==> src/rtl/pulse_stretcher.sv <==
// Pulse stretcher: turns each single-cycle event on trig_i into a HIGH_CYCLES-wide
// pulse on dat_o followed by a GAP_CYCLES idle gap, so a slower clock can sample it.
// Events arriving during a pulse or gap are counted and replayed in order.
module pulse_stretcher #(
  parameter logic        PULSE_VALUE   = 1'b1,
  parameter int unsigned HIGH_CYCLES   = 4,
  parameter int unsigned GAP_CYCLES    = 4,
  parameter int unsigned PENDING_WIDTH = 4
) (
  input  logic                     clk,
  input  logic                     rst_n,
  input  logic                     trig_i,
  input  logic                     clr_i,
  output logic                     dat_o,
  output logic                     busy_o,
  output logic [PENDING_WIDTH-1:0] pending_o,
  output logic                     overflow_o
);

  localparam int unsigned CntMax = (HIGH_CYCLES > GAP_CYCLES) ? HIGH_CYCLES : GAP_CYCLES;
  localparam int unsigned CntW   = (CntMax > 1) ? $clog2(CntMax) : 1;

  localparam logic [CntW-1:0]          HighLoad = CntW'(HIGH_CYCLES - 1);
  localparam logic [CntW-1:0]          GapLoad  = CntW'(GAP_CYCLES - 1);
  localparam logic [PENDING_WIDTH-1:0] PendMax  = {PENDING_WIDTH{1'b1}};

  localparam logic [1:0] ST_IDLE = 2'd0;
  localparam logic [1:0] ST_HIGH = 2'd1;
  localparam logic [1:0] ST_GAP  = 2'd2;

  logic [1:0]               state_q, state_d;
  logic [CntW-1:0]          cnt_q, cnt_d;
  logic [PENDING_WIDTH-1:0] pend_q, pend_d;
  logic                     dat_q, dat_d;
  logic                     busy_q, busy_d;
  logic                     ovf_q, ovf_d;

  logic trig;
  logic enqueue;
  logic ovf_set;

  assign trig = (trig_i == PULSE_VALUE);

  // Next-state: pulse/gap sequencing, event queueing and sticky overflow.
  always_comb begin
    state_d = state_q;
    cnt_d   = cnt_q;
    pend_d  = pend_q;
    enqueue = 1'b0;
    ovf_set = 1'b0;

    case (state_q)
      ST_IDLE: begin
        if (trig) begin
          state_d = ST_HIGH;
          cnt_d   = HighLoad;
        end
      end
      ST_HIGH: begin
        enqueue = trig;
        if (cnt_q == '0) begin
          state_d = ST_GAP;
          cnt_d   = GapLoad;
        end else begin
          cnt_d = cnt_q - 1'b1;
        end
      end
      ST_GAP: begin
        if (cnt_q == '0) begin
          // Exit edge: a trig here either starts the next pulse directly or
          // replaces the dequeued event, so the count never moves up.
          if ((pend_q != '0) || trig) begin
            state_d = ST_HIGH;
            cnt_d   = HighLoad;
            if ((pend_q != '0) && !trig) begin
              pend_d = pend_q - 1'b1;
            end
          end else begin
            state_d = ST_IDLE;
          end
        end else begin
          enqueue = trig;
          cnt_d   = cnt_q - 1'b1;
        end
      end
      default: begin
        state_d = ST_IDLE;
        cnt_d   = '0;
        pend_d  = '0;
      end
    endcase

    if (enqueue) begin
      if (pend_q == PendMax) begin
        ovf_set = 1'b1;
      end else begin
        pend_d = pend_q + 1'b1;
      end
    end

    // A new overflow takes priority over a same-cycle clear.
    if (ovf_set) begin
      ovf_d = 1'b1;
    end else if (clr_i) begin
      ovf_d = 1'b0;
    end else begin
      ovf_d = ovf_q;
    end

    dat_d  = (state_d == ST_HIGH) ? PULSE_VALUE : ~PULSE_VALUE;
    busy_d = (state_d != ST_IDLE);
  end

  // State and registered outputs.
  always_ff @(posedge clk or negedge rst_n) begin
    if (!rst_n) begin
      state_q <= ST_IDLE;
      cnt_q   <= '0;
      pend_q  <= '0;
      dat_q   <= ~PULSE_VALUE;
      busy_q  <= 1'b0;
      ovf_q   <= 1'b0;
    end else begin
      state_q <= state_d;
      cnt_q   <= cnt_d;
      pend_q  <= pend_d;
      dat_q   <= dat_d;
      busy_q  <= busy_d;
      ovf_q   <= ovf_d;
    end
  end

  assign dat_o      = dat_q;
  assign busy_o     = busy_q;
  assign pending_o  = pend_q;
  assign overflow_o = ovf_q;

endmodule

==> config.mk <==
export PLATFORM = sky130hd
export DESIGN_NAME = pulse_stretcher
export DESIGN_NICKNAME = d
export VERILOG_FILES = /design/src/rtl/pulse_stretcher.sv
export SDC_FILE = /design/constraint.sdc
export NUM_CORES = 1
export LEC_CHECK = 0
export BUFFER_PORTS_ARGS = -buffer_cell sky130_fd_sc_hd__buf_4
export CORE_UTILIZATION = 24
export CTS_CLUSTER_SIZE = 24
export DETAILED_ROUTE_END_ITERATION = 8
export GPL_ROUTABILITY_DRIVEN = 0
export PLACE_DENSITY = 0.41
export SLEW_MARGIN = 20
export SYNTH_ARGS = -nofsm -noshare
export SYNTH_HDL_FRONTEND = slang
export SYNTH_SLANG_ARGS = --single-unit
==> constraint.sdc <==
create_clock -name clk -period 3 [get_ports clk]
set_clock_uncertainty 0.15 [all_clocks]
set_input_delay 0.3 -clock clk [delete_from_list [all_inputs] [get_ports clk]]
set_output_delay 0.3 -clock clk [all_outputs]
set_load 0.01 [all_outputs]
==> results of run 1 <==
==> sequential cells by signal, indices dropped and copies added (netlist names) <==
signal      flops
state_q         2
overflow_o      1
cnt_q           2
pending_o       4
dat_o           1
busy_o          1
==> worst max-delay path by stage <==
stage,from,to,slack (ps),cells past startpoint
after floorplan,pending_o[0]$_DFF_PN0_,cnt_q[0]$_DFFE_PN0P_,1060,6
after global placement,state_q[0]$_DFF_PN0_,pending_o[3]$_DFF_PN0_,810,6
after detailed placement,state_q[0]$_DFF_PN0_,pending_o[3]$_DFF_PN0_,820,6
after CTS,state_q[0]$_DFF_PN0_,pending_o[3]$_DFF_PN0_,800,6
after global routing,state_q[0]$_DFF_PN0_,pending_o[0]$_DFF_PN0_,630,6
final,state_q[0]$_DFF_PN0_,pending_o[3]$_DFF_PN0_,790,6
==> worst max-delay path: stages (launching register included) <==
cell,delay [ps]
dfrtp_1,410
inv_1,80
ha_1,340
nor2b_1,210
o2111ai_1,540
nand2_1,120
o221a_2,250
==> report_power, final <==
group	switching, mW	internal, mW	total [mW]
logic	0.254	0.229	0.483
clock network	0.0523	0.0515	0.104
registers	0.0532	0.206	0.259
==> routing by layer <==
metal / global-route usage, % / routed length (µm)
met5: 0 / 0
met4: 0.997 / 0
met3: 4.55 / 69
met2: 16.5 / 796
met1: 16.2 / 868
==> final cells by class <==
cell class,count,share of cell area (%)
multi-input cells,63,49.6
flip-flops and latches,11,29.2
repair buffers,11,9.02
well taps,44,5.84
inverters,9,3.58
clock buffers,4,2.79
==> through the flow <==
stage / worst slack (ps) / total power, mW / utilization (%)
floorplan: 1060 / 0.625 / -
global placement: 808 / 0.746 / 29.0
detailed placement: 819 / 0.748 / 29.0
CTS: 802 / 0.861 / 30.2
global route: 631 / 0.934 / 30.2
finish: 787 / 0.845 / 30.2
==> kinds of logic (layout without fill, tap and decap cells) <==
group,after synthesis,in the layout,share of synthesized area [%]
and+or+nand+nor,24,24,17.8
muxes,4,4,5.26
AOI/OAI and AO/OA,26,26,21.8
DFF,11,11,34.1
adders and majority gates,7,7,10.8
buffers and inverters,14,24,8.05
xor gates and xnor gates,2,2,2.17
==> layout by cell type (no fill, tap or decap), drive strengths merged, types with 3 or more instances in the layout <==
| cell type | instances |
|---|---|
| buf | 10 |
| inv | 9 |
| o21ai | 7 |
| clkbuf | 4 |
| dfrtp | 11 |
| ha | 7 |
| nand3 | 3 |
| a31oi | 4 |
| a21oi | 5 |
| nor2b | 5 |
| nand2 | 5 |
==> timing repair <==
action                     CTS  global route
setup endpoints to repair    0             0
hold endpoints to repair    11             0
hold buffers                 1             0
==> impl_metrics.env, run 1 <==
export IMPL_critPathKind="reg2reg"
export IMPL_timing_hold_ws_ps=60.9
export IMPL_wl_per_cell_um=12.2
export IMPL_postSynthAreaPerCell_um2=9.18
export IMPL_hpwl_mm=1.26
export IMPL_reg2regPathDepth=6
export IMPL_drc=0
export IMPL_grt_pass1_wl_mm=2.90
export IMPL_chipWidth_um=60.0
export IMPL_fin_crit_ps=2210
export IMPL_drt_wl_total_mm=1.73
export IMPL_die_y_um=60.0
export IMPL_yosysWarnings=0
export IMPL_yosysSeqAreaShare_pct=34.1
export IMPL_ant_nets=0
export IMPL_synthArstFlopShare_pct=100
export IMPL_synth_common_cells="11 x dfrtp_1, 9 x inv_1, 7 x ha_1, 7 x o21ai_0"
export IMPL_dieArea_um2=3600
export IMPL_hold_path_end="overflow_o$_DFFE_PN0P_"
export IMPL_nNetsFinal=110
export IMPL_clk_pin_slew_ps=70
export IMPL_area_delta_synth_final_pct=16.7
export IMPL_min_from="clr_i"
export IMPL_cts_root_buf="clkbuf_4"
export IMPL_grt_max_degree=12
export IMPL_io_pin_count=11
export IMPL_dpl_cell_area_um2=907
export IMPL_relSlewSlack_pct=57.5
export IMPL_grt_overflow=0
export IMPL_p_leak_nw=0.408
export IMPL_end_kind="register"
export IMPL_yosysMostFrequentCell="dfrtp_1"
export IMPL_clock_latency_ps=270
export IMPL_layout_cells_non_filler=142
export IMPL_core_um2=3130
export IMPL_antenna_cells=0
export IMPL_clock_path_buffers=2
export IMPL_first_iter_violations=13
export IMPL_grt_pass1_vias=574
export IMPL_rrSetupSlack_ps=790
export IMPL_synth_seq_cells=11
export IMPL_cts_sinks=11
export IMPL_synth_area_leaders="dfrtp_1 34%, ha_1 11%, o21ai_0 4.3%"
export IMPL_viasPerCell=4.68
export IMPL_r2r_start="state_q[0]$_DFF_PN0_"
export IMPL_cts_resized=0
export IMPL_hold_depth=2
export IMPL_synthesis_area_um2=808
export IMPL_tightest_slew_ps=636
export IMPL_cts_htree_levels=1
export IMPL_slew_violations=0
export IMPL_antenna_found_initial=0
export IMPL_dr_pass1_iters=4
export IMPL_grtUsageTotal_pct=11.3
export IMPL_rsz0062_at_grt="no"
export IMPL_ys_types=34
export IMPL_synthCells=88
export IMPL_required_ps=3010
export IMPL_status="finished clean"
export IMPL_rr_endpoint="pending_o[3]$_DFF_PN0_"
export IMPL_initial_core_util_pct=25.8
export IMPL_setup_violations=0
export IMPL_synth_top_area_share_pct=34.1
export IMPL_startpoint_type="register"
export IMPL_timing_fmax_mhz=452
export IMPL_pwr_density_cell_nw_per_um2=896
export IMPL_dp_cells=137
export IMPL_critPathMaxFanout=11
export IMPL_syn_nets=99
export IMPL_dr_total_vias=664
export IMPL_drive_gt1_share_pct=20.4
export IMPL_peakVddDrop_v=0.000365
export IMPL_cts_tree="done"
export IMPL_final_area_um2=943
export IMPL_multiInputGateArea_um2=468
export IMPL_cts_setup_buffers=0
export IMPL_ys_flop_type="dfrtp_1"
export IMPL_critPathArrivalTime_ps=2230
export IMPL_finalHoldViolations=0
export IMPL_min_path_type="in2reg"
export IMPL_finalCritPeriodShare_pct=73.8
export IMPL_maxCapViolations=0
export IMPL_portBuffers=10
export IMPL_cts_buffers_inserted=3
export IMPL_setup_tns_ps=0
export IMPL_synth_edff_count=0
export IMPL_rows=20
export IMPL_yosysTopAreaCell="dfrtp_1"
export IMPL_fillers=332
export IMPL_regArea_um2=275
No activity file was read; power rests on OpenSTA's default activity.
==> run 2, diff against run 1 <==
--- a/config.mk
+++ b/config.mk
@@ -10,7 +10,7 @@
 export CTS_CLUSTER_SIZE = 24
 export DETAILED_ROUTE_END_ITERATION = 8
 export GPL_ROUTABILITY_DRIVEN = 0
-export PLACE_DENSITY = 0.41
+export PLACE_DENSITY = 0.42
 export SLEW_MARGIN = 20
 export SYNTH_ARGS = -nofsm -noshare
 export SYNTH_HDL_FRONTEND = slang
==> constraint.sdc (replaced) <==
create_clock -name clk -period 2 [get_ports clk]
set_clock_uncertainty 0.15 [all_clocks]
set_input_delay 0.2 -clock clk [delete_from_list [all_inputs] [get_ports clk]]
set_output_delay 0.2 -clock clk [all_outputs]
set_load 0.01 [all_outputs]
==> impl_metrics.env, run 2 (same netlist as run 1, synthesis figures left out) <==
export IMPL_cts_setup_buffers=0
export IMPL_area_delta_synth_final_pct=25.7
export IMPL_grt_overflow=0
export IMPL_setup_tns_ps=0
export IMPL_multiInputGateArea_um2=477
export IMPL_dr_total_vias=714
export IMPL_cts_buffers_inserted=3
export IMPL_first_iter_violations=14
export IMPL_rsz0062_at_grt="no"
export IMPL_layout_commonest_cell="buf_4"
export IMPL_required_ps=2020
export IMPL_hpwl_mm=1.38
export IMPL_pwr_density_cell_nw_per_um2=1350
export IMPL_drt_wl_total_mm=1.93
export IMPL_rows=20
export IMPL_end_kind="register"
export IMPL_cts_root_buf="clkbuf_4"
export IMPL_grt_pass1_vias=720
export IMPL_antenna_found_initial=0
export IMPL_grt_max_degree=12
export IMPL_cts_htree_levels=1
export IMPL_gr_usage_met1_pct=15.7
export IMPL_cts_sinks=11
export IMPL_status="finished clean"
export IMPL_dr_pass1_iters=4
export IMPL_wl_per_cell_um=12.9
export IMPL_setup_violations=0
export IMPL_ant_nets=0
export IMPL_clock_path_buffers=2
export IMPL_nNetsFinal=118
export IMPL_antenna_cells=0
export IMPL_initial_core_util_pct=25.8
export IMPL_min_path_type="in2async"
export IMPL_grtUsageTotal_pct=12.6
export IMPL_met2_usage_pct=19.8
export IMPL_p_leak_nw=0.451
export IMPL_regArea_um2=275
export IMPL_cts_tree="done"
export IMPL_die_y_um=60.0
export IMPL_grtUsageMet3_pct=4.11
export IMPL_grt_pass1_wl_mm=3.32
export IMPL_largest_reg_flops=4
export IMPL_slew_violations=0
export IMPL_dieArea_um2=3600
export IMPL_maxCapViolations=0
export IMPL_tightest_slew_ps=401
export IMPL_portBuffers=10
export IMPL_clk_pin_slew_ps=90
export IMPL_finalCritPeriodShare_pct=91.2
export IMPL_timing_fmax_mhz=548
export IMPL_io_pin_count=11
export IMPL_finalHoldViolations=0
export IMPL_critPathArrivalTime_ps=1850
export IMPL_drive_gt1_share_pct=28.3
export IMPL_final_cell_mix="17 x buf_4, 11 x dfrtp_1, 9 x inv_1"
export IMPL_core_um2=3130
export IMPL_drc=0
export IMPL_startpoint_type="register"
export IMPL_relSlewSlack_pct=73.3
export IMPL_top_usage_layer="met2"
export IMPL_critPathMaxFanout=6
export IMPL_chipWidth_um=60.0
export IMPL_viasPerCell=4.76
export IMPL_fin_crit_ps=1820
export IMPL_finalPower_mw=1.37
export IMPL_peakVddDrop_v=0.000490
export IMPL_clock_latency_ps=280
export IMPL_critPathKind="reg2reg"
export IMPL_fillers=344
run 2: critical path, cell delays in order, from the launching register on:
cell and delay [ps]:
dfrtp_1 380, inv_1 80, ha_1 180, or3b_4 430
o221ai_2 190, a21oi_2 90, or2_1 220
run 2: stage by stage:
stage          area, µm²  setup slack, ps  utilization (%)  cells  hold WS [ps]
2_1_floorplan        808             55.9                -     88          -246
3_3_place_gp         960             75.0             30.7    144         -95.8
3_5_place_dp         960             21.1             30.7    144         -95.7
4_1_cts             1010             16.4             32.2    150           142
5_1_grt             1020             48.2             32.5    150           158
6_report            1020              176             32.5    150           148
run 2: cell type report:
class / instances / share of cell area [%]
well taps: 44 / 5.42
clock inverters: 1 / 0.493
flip-flops and latches: 11 / 27.1
clock buffers: 3 / 2.22
repair buffers: 19 / 14.5
inverters: 9 / 3.33
multi-input cells: 63 / 46.9
run 2: power breakdown:
part | switching, mW | leakage (nW) | internal (mW)
clock network | 0.0909 | 0.0177 | 0.0742
logic | 0.438 | 0.294 | 0.408
registers | 0.0479 | 0.139 | 0.309
total | 0.577 | 0.451 | 0.791
run 2: repair_timing:
action / 4_1_cts / 5_1_grt
gates resized for setup: 0 / 2
endpoints found under the hold margin: 12 / 0
hold buffers: 2 / 0
setup endpoints to repair: 0 / 3
run 2: final timing paths:
kind	from	end	slack, ps	cells past startpoint
max	pending_o[0]$_DFF_PN0_	busy_o$_DFF_PN0_	180	6
min	rst_n	cnt_q[1]$_DFFE_PN0P_	150	2
max reg2reg	pending_o[0]$_DFF_PN0_	busy_o$_DFF_PN0_	180	6
min reg2reg	cnt_q[0]$_DFFE_PN0P_	cnt_q[0]$_DFFE_PN0P_	370	1
max in group asynchronous	rst_n	pending_o[2]$_DFF_PN0_	1390	2
min in group clk	trig_i	overflow_o$_DFFE_PN0P_	210	3
run 2: layer usage:
layer | part of all wire, % | vias up
li1 | - | 352
met1 | 47 | 342
met2 | 46 | 14
met3 | 4.0 | 6
met4 | 2.9 | 0
met5 | 0 | -
